`config.mk`:
```
export PLATFORM = sky130hd
export DESIGN_NAME = rv32i_hazard_ctrl
export DESIGN_NICKNAME = d
export VERILOG_FILES = /design/src/rtl/rv32i_hazard_ctrl.sv
export SDC_FILE = /design/constraint.sdc
export NUM_CORES = 1
export LEC_CHECK = 0
export ABC_AREA = 1
export CORE_ASPECT_RATIO = 0.9
export CORE_MARGIN = 5
export CORE_UTILIZATION = 35
export DETAILED_ROUTE_END_ITERATION = 10
export PLACE_DENSITY_LB_ADDON = 0.08
export SLEW_MARGIN = 20
export SYNTH_ARGS = -nofsm -noshare
export SYNTH_HDL_FRONTEND = slang
export SYNTH_SLANG_ARGS = --single-unit
```
`constraint.sdc`:
```
create_clock -name clk_i -period 1.7 [get_ports clk_i]
set_input_delay 0.17 -clock clk_i [delete_from_list [all_inputs] [get_ports clk_i]]
set_output_delay 0.17 -clock clk_i [all_outputs]
set_load 0.05 [all_outputs]
```
`src/rtl/rv32i_hazard_ctrl.sv`:
```
// rv32i_hazard_ctrl: sequencing control for the 5-stage RV32i pipeline.
// It keeps a small rd/we scoreboard for the exec, mem and write-back stages.
// From that scoreboard it detects RAW hazards against the decode instruction.
// It also drives stall, bubble, fetch squash and the PC-next source select.
// Branches are predicted not-taken and are resolved during their exec cycle.
module rv32i_hazard_ctrl #(
    parameter bit         WB_BYPASS     = 1'b1,
    parameter logic [2:0] SEL_PC_PLUS_4 = 3'd0,
    parameter logic [2:0] SEL_PC_JAL    = 3'd1,
    parameter logic [2:0] SEL_PC_JALR   = 3'd2,
    parameter logic [2:0] SEL_PC_BRANCH = 3'd3
) (
    input  logic       clk_i,
    input  logic       resetn_i,
    input  logic [4:0] dec_rs1_add_i,
    input  logic [4:0] dec_rs2_add_i,
    input  logic       dec_rs1_used_i,
    input  logic       dec_rs2_used_i,
    input  logic [4:0] dec_rd_add_i,
    input  logic       dec_reg_we_i,
    input  logic       dec_is_jal_i,
    input  logic       dec_is_jalr_i,
    input  logic       dec_is_branch_i,
    input  logic       br_taken_i,
    output logic       stall_o,
    output logic       bubble_o,
    output logic       fetch_jump_o,
    output logic [2:0] pc_next_sel_o,
    output logic [4:0] wb_rd_add_o,
    output logic       wb_we_o
);

    typedef enum logic {
        RUN        = 1'b0,
        BR_RESOLVE = 1'b1
    } state_t;

    state_t     state_q, state_d;
    logic [4:0] ex_rd_q, mem_rd_q, wb_rd_q;
    logic       ex_we_q, mem_we_q, wb_we_q;
    logic       hit_ex, hit_mem, hit_wb, hazard;

    // An in-flight writer conflicts only if it really writes a nonzero rd that
    // the decode instruction actually reads. x0 is never a hazard source.
    function automatic logic entry_hits(input logic       we,
                                        input logic [4:0] rd,
                                        input logic [4:0] rs1,
                                        input logic       rs1_used,
                                        input logic [4:0] rs2,
                                        input logic       rs2_used);
        return we && (rd != 5'd0) &&
               ((rs1_used && (rd == rs1)) || (rs2_used && (rd == rs2)));
    endfunction

    assign hit_ex  = entry_hits(ex_we_q, ex_rd_q, dec_rs1_add_i, dec_rs1_used_i,
                                dec_rs2_add_i, dec_rs2_used_i);
    assign hit_mem = entry_hits(mem_we_q, mem_rd_q, dec_rs1_add_i, dec_rs1_used_i,
                                dec_rs2_add_i, dec_rs2_used_i);
    assign hit_wb  = entry_hits(wb_we_q, wb_rd_q, dec_rs1_add_i, dec_rs1_used_i,
                                dec_rs2_add_i, dec_rs2_used_i);

    // A write-through regfile already forwards the WB value, so WB is skipped then.
    assign hazard = hit_ex || hit_mem || (!WB_BYPASS && hit_wb);

    assign wb_rd_add_o = wb_rd_q;
    assign wb_we_o     = wb_we_q;

    // Decode-time control: a taken branch in exec wins, then hazard, then jumps.
    always_comb begin
        stall_o       = 1'b0;
        bubble_o      = 1'b0;
        fetch_jump_o  = 1'b0;
        pc_next_sel_o = SEL_PC_PLUS_4;
        state_d       = RUN;
        if ((state_q == BR_RESOLVE) && br_taken_i) begin
            // The decode instruction is on the wrong path, so it is turned into a bubble.
            pc_next_sel_o = SEL_PC_BRANCH;
            fetch_jump_o  = 1'b1;
            bubble_o      = 1'b1;
        end else if (hazard) begin
            stall_o  = 1'b1;
            bubble_o = 1'b1;
        end else if (dec_is_jal_i) begin
            pc_next_sel_o = SEL_PC_JAL;
            fetch_jump_o  = 1'b1;
        end else if (dec_is_jalr_i) begin
            pc_next_sel_o = SEL_PC_JALR;
            fetch_jump_o  = 1'b1;
        end else if (dec_is_branch_i) begin
            state_d = BR_RESOLVE;
        end
    end

    // FSM state plus the rd/we scoreboard that advances every cycle.
    always_ff @(posedge clk_i or negedge resetn_i) begin
        if (!resetn_i) begin
            state_q  <= RUN;
            ex_rd_q  <= 5'd0;
            ex_we_q  <= 1'b0;
            mem_rd_q <= 5'd0;
            mem_we_q <= 1'b0;
            wb_rd_q  <= 5'd0;
            wb_we_q  <= 1'b0;
        end else begin
            state_q  <= state_d;
            ex_rd_q  <= bubble_o ? 5'd0 : dec_rd_add_i;
            ex_we_q  <= bubble_o ? 1'b0 : dec_reg_we_i;
            mem_rd_q <= ex_rd_q;
            mem_we_q <= ex_we_q;
            wb_rd_q  <= mem_rd_q;
            wb_we_q  <= mem_we_q;
        end
    end

endmodule

```
==> results of run 1 <==
[synth_stat cells]
master | instances | area share, %
a21boi_2 | 1 | 1.1
buf_4 | 1 | 0.70
conb_1 | 1 | 0.35
dfrtp_1 | 19 | 45
inv_1 | 21 | 7.4
inv_2 | 8 | 2.8
nand2_1 | 58 | 20
nand2_2 | 1 | 0.59
nand2_4 | 3 | 3.2
nand3_1 | 8 | 3.8
nand3_4 | 1 | 1.6
nand4_1 | 2 | 1.2
nor2_1 | 18 | 6.3
nor2_2 | 7 | 4.1
o21ai_1 | 4 | 1.9
[routing by layer]
layer	track usage (%)	up-vias	part of all wire (%)
met3	2.52	2	5.6
met4	5.71	0	0.76
met1	18.3	456	45
li1	-	531	-
met5	0	-	0
met2	21.3	25	48
[area by class of cell]
cell class	instances	area, um2
Fill cell	306	1370
Multi-Input combinational cell	104	518
Sequential cell	19	478
Timing Repair Buffer	39	440
Inverter	29	109
Tap cell	42	52.6
Clock buffer	4	26.3
[path summary, 6_finish.rpt]
path / slack (ns) / cells past startpoint / to / start
hold / removal: 0.20 / 2 / ex_rd_q[0] / resetn_i
max in group asynchronous: 1.29 / 2 / ex_rd_q[4] / resetn_i
hold reg to reg: 0.39 / 0 / wb_we_o / mem_we_q
setup / recovery: -0.11 / 9 / stall_o / ex_rd_q[3]
setup reg to reg: 0.19 / 9 / ex_rd_q[4] / ex_rd_q[3]
min in group clk_i: 0.39 / 0 / wb_we_o / mem_we_q
[through the flow]
| step | setup TNS, ns | hold WS, ns | utilization, % | total power [mW] |
|---|---|---|---|---|
| 6_report | -0.391 | 0.199 | 54.2 | 1.13 |
| 5_1_grt | -1.04 | 0.206 | 54.2 | 1.21 |
| 4_1_cts | -0.465 | 0.193 | 53.0 | 1.14 |
| 3_5_place_dp | -0.327 | 0.366 | 51.0 | 0.909 |
| 3_3_place_gp | -0.300 | 0.359 | 51.0 | 0.904 |
| 2_1_floorplan | 0 | -0.126 | - | 0.728 |
[repair_timing]
action / CTS / global route
endpoints found under the setup margin: 5 / 5
setup buffers: 1 / 2
pin swaps: 7 / 11
endpoints found under the hold margin: 0 / 0
cloned: 0 / 0
gates resized for setup: 7 / 9
[flip-flops by register name (all words and copies together), names as in the netlist]
register     count
ex_rd_q          5
mem_rd_q         5
wb_rd_add_o      5
ex_we_q          1
mem_we_q         1
state_q          1
wb_we_o          1
[power by group through the flow]
| stage | Clock, mW | Sequential (mW) | Combinational, mW |
|---|---|---|---|
| final | 0.213 | 0.522 | 0.399 |
| after global routing | 0.247 | 0.528 | 0.432 |
| after CTS | 0.225 | 0.522 | 0.390 |
| after detailed placement | 0 | 0.530 | 0.379 |
| after global placement | 0 | 0.529 | 0.375 |
| after floorplan | 0 | 0.565 | 0.163 |
[cells by family (layout without fill, tap and decap cells)]
group,Yosys count,in the layout
simple gates,98,98
flops,19,19
other cells,1,1
buf+inv,30,72
compound gates,5,5
==> metrics.csv, run 1 <==
stage;metric;value;unit
yosys;synthSimpleGateAreaFrac;41.2;%
clock_network;cts_root_buf;clkbuf_4;
power;combinationalPowerShare;35.2;%
power;pwr_density_cell;698;nW/um2
placement;placed_area;1530;um2
global_routing;grt_pass1_wl;4530;um
power;seqPwrFrac;46.0;%
setup_path;cpLargestDelayFamily;simple AND/OR/NAND/NOR gates;
yosys;ys_types;15;
timing;worst_slew_pin_slew;0.501;ns
setup_path;crit_path_frequent_cell;nand2_2;
setup_path;worstSetupPathType;reg -> out;
setup_path;worstPathArrival;1.64;ns
global_routing;grt_pass1_vias;1060;
routing;vias_per_cell;4.28;
placement;dp.cells;230;
timing;fin_skew;0.00220;ns
timing;finalCriticalPeriod;1.81;ns
yosys;yosysWarnings;0;
power;clockPowerShare;18.8;%
timing;fin_crit_sh;107;%
power;ir_drop;429;uV
power;switching_share;33.3;%
layout;fin_nets;220;
floorplanning;fp.coreArea;3000;um2
yosys;synth_top_family_by_area;simple AND/OR/NAND/NOR gates;
setup_path;crit_chain;inv_2 -> nand2_2 -> nand2_2 -> nor2_2 -> nand3_1 -> nand2_2 -> nand2_4 -> a21boi_4 -> buf_12;
setup_path;path_max_fanout;6;
power;power_leakage;0.888;nW
timing;rsz0062_at_grt;yes;
yosys;synthesis.nets;177;
floorplanning;die_h;62.4;um
yosys;post_synth_xor_area_fraction;0;%
layout;stdcell_area;1620;um2
clock_network;cts_tree;yes;
layout;final_common_cell;nand2_1;
setup_path;slowest_delay;0.44;ns
worst_hold_path;hp-class;in -> async;
yosys;synth_compound_area_share;2.93;%
floorplanning;dieArea;4250;um2
global_routing;grt_overflow;0;
clock_network;clockBufferDepth;2;
clock_network;cts_made_buffers;3;
routing;routed_wl;2630;um
placement;numPortBuffers;34;
timing;hold_violations;0;
yosys;synth_mux_area_share;0;%
routing;first_iter_violations;46;
floorplanning;ios;36;
timing;relSlewSlack;66.5;%
placement;dp_slack;-0.0967;ns
routing;dr.pass1.iters;4;
layout;mostFrequentLayoutCells;nand2_1, clkdlybuf4s50_1, inv_1;
setup_path;crit_slowest_cell;dfrtp_1;
run_status;status;finished, violations left;
layout;diodes;0;
global_routing;grt_start_max_net_pins;20;
timing;slew_viol_final;0;
setup_path;cp.required;1.53;ns
floorplanning;start_util;35.6;%
timing;finalSetupViolCount;5;
floorplanning;rows;19;
routing;drc_errors;0;
setup_path;cp-end-kind;output port;
yosys;avgSynthCellArea;6.97;um2
routing;postRouteAntennaNets;0;
routing;vias;1014;
clock_network;cts_hold_buffers;0;
yosys;ys_ff_latch;19;
clock_network;insertion_delay;0.28;ns
clock_network;cts_htree_levels;1;
run;cap_violations;0;
clock_network;clkTransAtPathRegs;0.10;ns
run_status;violations;setup timing;
placement;place_congestion;0.886;
setup_path;crit_buf_inv;2;
layout;instances_no_fill;237;
layout;drive_above_1_share;25.1;%
timing;fin_ws;-0.113;ns
yosys;yosysSeqAreaShare;44.6;%
yosys;yosys.area_share.adder;0;%
floorplanning;die_width;68.2;um
global_routing;track_usage;13.7;%
yosys;syn-instance-count;153;
clock_network;cts.sink_count;19;
global_routing;antenna_found_initial;0;
power;power.switching;378;uW
power;power.internal;757;uW
placement;hpwl;2110;um
setup_path;startpoint_type;register;
timing;fmax;551;MHz
yosys;synth_area;1070;um2
layout;syn2layout_area_growth;52.3;%
routing;wl_per_cell;11.1;um
Power figures use the tool's default switching activity.
==> run 2: changes to the inputs <==
CORE_MARGIN = 3   (was 5)
==> run 2 against run 1 <==
Effect of this change: the flow still finishes with violations (setup timing); sequential power fell by 0.8%; first-iteration DRC count rose by 33%; critical path depth unchanged; clock-buffer cell count shrank 1; register-to-register slack better by 0.12 ns; sequential cell count is the same; non-clock buffer count down 1; largest cell class unchanged; largest power group unchanged.
==> metrics.csv, run 2 (synthesis results as in run 1) <==
stage;metric;value;unit;change
layout;instances_no_fill;234;;-1.3%
timing;whs;0.190;ns;-0.00957 ns
timing;relSlewSlack;65.9;%;-0.54 points
floorplanning;start_util;37.9;%;+2.3 points
clock_network;cts_tree;yes;;
global_routing;track_usage;13.6;%;-0.11 points
routing;wl_per_cell;11.1;um;about the same
clock_network;cts_root_buf;clkbuf_4;;
worst_hold_path;hp-class;in -> async;;
placement;numPortBuffers;34;;unchanged
clock_network;insertion_delay;0.29;ns;about the same
timing;rsz0062_at_grt;yes;;
setup_path;r2r-start;ex_rd_q[3];;
timing;worst_slew_pin_slew;0.509;ns;+0.00810 ns
setup_path;worstPathArrival;1.63;ns;about the same
clock_network;clkTransAtPathRegs;0.11;ns;about the same
setup_path;path_max_fanout;6;;unchanged
timing;fmax;554;MHz;+0.48%
global_routing;grt_start_max_net_pins;20;;unchanged
timing;finalSetupViolCount;5;;unchanged
run_status;status;finished, violations left;;
routing;drc_errors;0;;unchanged
power;clockPowerShare;19.7;%;+0.9 points
timing;fin_ws;-0.105;ns;+0.00872 ns
layout;final_common_cell;nand2_1;;
timing;finalCriticalPeriod;1.80;ns;-0.00872 ns
routing;first_iter_violations;61;;+33%
run;cap_violations;0;;unchanged
placement;placed_area;1530;um2;-0.16%
setup_path;cp-end-kind;output port;;
setup_path;cp.required;1.53;ns;about the same
power;combinationalPowerShare;34.8;%;-0.4 points
power;seqPwrFrac;45.4;%;-0.6 points
timing;tns;-0.397;ns;-0.00640 ns
setup_path;crit_start;mem_rd_q[4];;
clock_network;cts.sink_count;19;;unchanged
layout;fin_nets;219;;-0.45%
placement;dp_slack;-0.0852;ns;+0.0115 ns
layout;diodes;0;;unchanged
power;pwr_density_cell;709;nW/um2;+1.5%
global_routing;antenna_found_initial;0;;unchanged
routing;vias_per_cell;4.32;;+0.88%
routing;routed_wl;2600;um;-1.3%
layout;mostFrequentLayoutCells;nand2_1, clkdlybuf4s50_1, inv_1;;
power;switching_share;34.3;%;+1.0 points
clock_network;cts_made_buffers;3;;unchanged
clock_network;cts_htree_levels;1;;unchanged
routing;dr.pass1.iters;4;;unchanged
layout;syn2layout_area_growth;51.1;%;
power;power.internal;750;uW;-0.92%
floorplanning;fp.coreArea;2820;um2;-6.0%
setup_path;startpoint_type;register;;
global_routing;grt_overflow;0;;unchanged
timing;hold_violations;0;;unchanged
floorplanning;dieArea;3740;um2;-12%
floorplanning;rows;18;;-1
placement;hpwl;2020;um;-4.2%
global_routing;grt_pass1_vias;960;;-9.4%
placement;dp.cells;228;;-0.87%
routing;vias;1010;;-0.39%
floorplanning;die_width;64.2;um;-5.9%
global_routing;grt_pass1_wl;4060;um;-10%
timing;slew_viol_final;0;;unchanged
run_status;violations;setup timing;;
timing;fin_crit_sh;106;%;-0.51 points
floorplanning;ios;36;;unchanged
clock_network;clockBufferDepth;2;;unchanged
routing;postRouteAntennaNets;0;;unchanged
placement;place_congestion;0.805;;-9.2%
power;ir_drop;418;uV;-2.6%
power;power_leakage;0.892;nW;+0.37%
clock_network;cts_hold_buffers;0;;unchanged
power;power.switching;392;uW;+3.7%
timing;fin_skew;0.0102;ns;+0.00803 ns
floorplanning;die_h;58.4;um;-6.4%
layout;utilization;57.2;%;+3.0 points
setup_path;worstSetupPathType;reg -> out;;
power;p_total;1.14;mW;+0.63%
layout;drive_above_1_share;23.2;%;-1.9 points
layout;stdcell_area;1610;um2;-0.85%
[run 2: power groups by stage]
stage / Sequential, mW / Clock (mW) / Combinational (mW)
detailed placement: 0.529 / 0 / 0.379
global route: 0.525 / 0.252 / 0.426
CTS: 0.519 / 0.234 / 0.392
finish: 0.518 / 0.225 / 0.398
floorplan: 0.565 / 0 / 0.163
global placement: 0.527 / 0 / 0.375
[run 2: final timing paths]
path	to	slack, ns	cells past startpoint
min reg2reg	mem_we_q	0.39	0
max	stall_o	-0.10	9
min in group clk_i	ex_rd_q[4]	0.38	3
min	wb_rd_add_o[2]	0.19	2
max reg2reg	ex_rd_q[0]	0.31	10
max in group asynchronous	ex_rd_q[4]	1.30	2
[run 2: cell type report]
class | instances | area (um2)
Multi-Input combinational cell | 104 | 514
Sequential cell | 19 | 477
Timing Repair Buffer | 38 | 433
Inverter | 29 | 109
Fill cell | 282 | 1200
Clock inverter | 1 | 5.00
Clock buffer | 3 | 22.5
Tap cell | 40 | 50.0
[run 2: layer usage]
metal  global-route usage (%)  share of wire [%]  up-vias  wire [um]
met5                        0                  0        -          0
met4                     3.61               0.58        0         15
met3                     3.05                5.1        2        132
met2                     22.2                 48       21       1250
met1                     18.3                 46      458       1200
li1                         -                  -      529          -
[run 2: critical path: stages, from the launching register on]
cell	delay [ns]
dfrtp_1	0.41
inv_1	0.07
nand2_1	0.06
nand2_1	0.05
nor2_1	0.11
nand3_1	0.11
nand2_2	0.10
nand2_4	0.10
a21boi_4	0.19
buf_12	0.15
[run 2: timing repair]
action,CTS,global route
pin swaps,1,8
gates resized for setup,5,7
buffers inserted,2,0
endpoints found under the setup margin,5,5
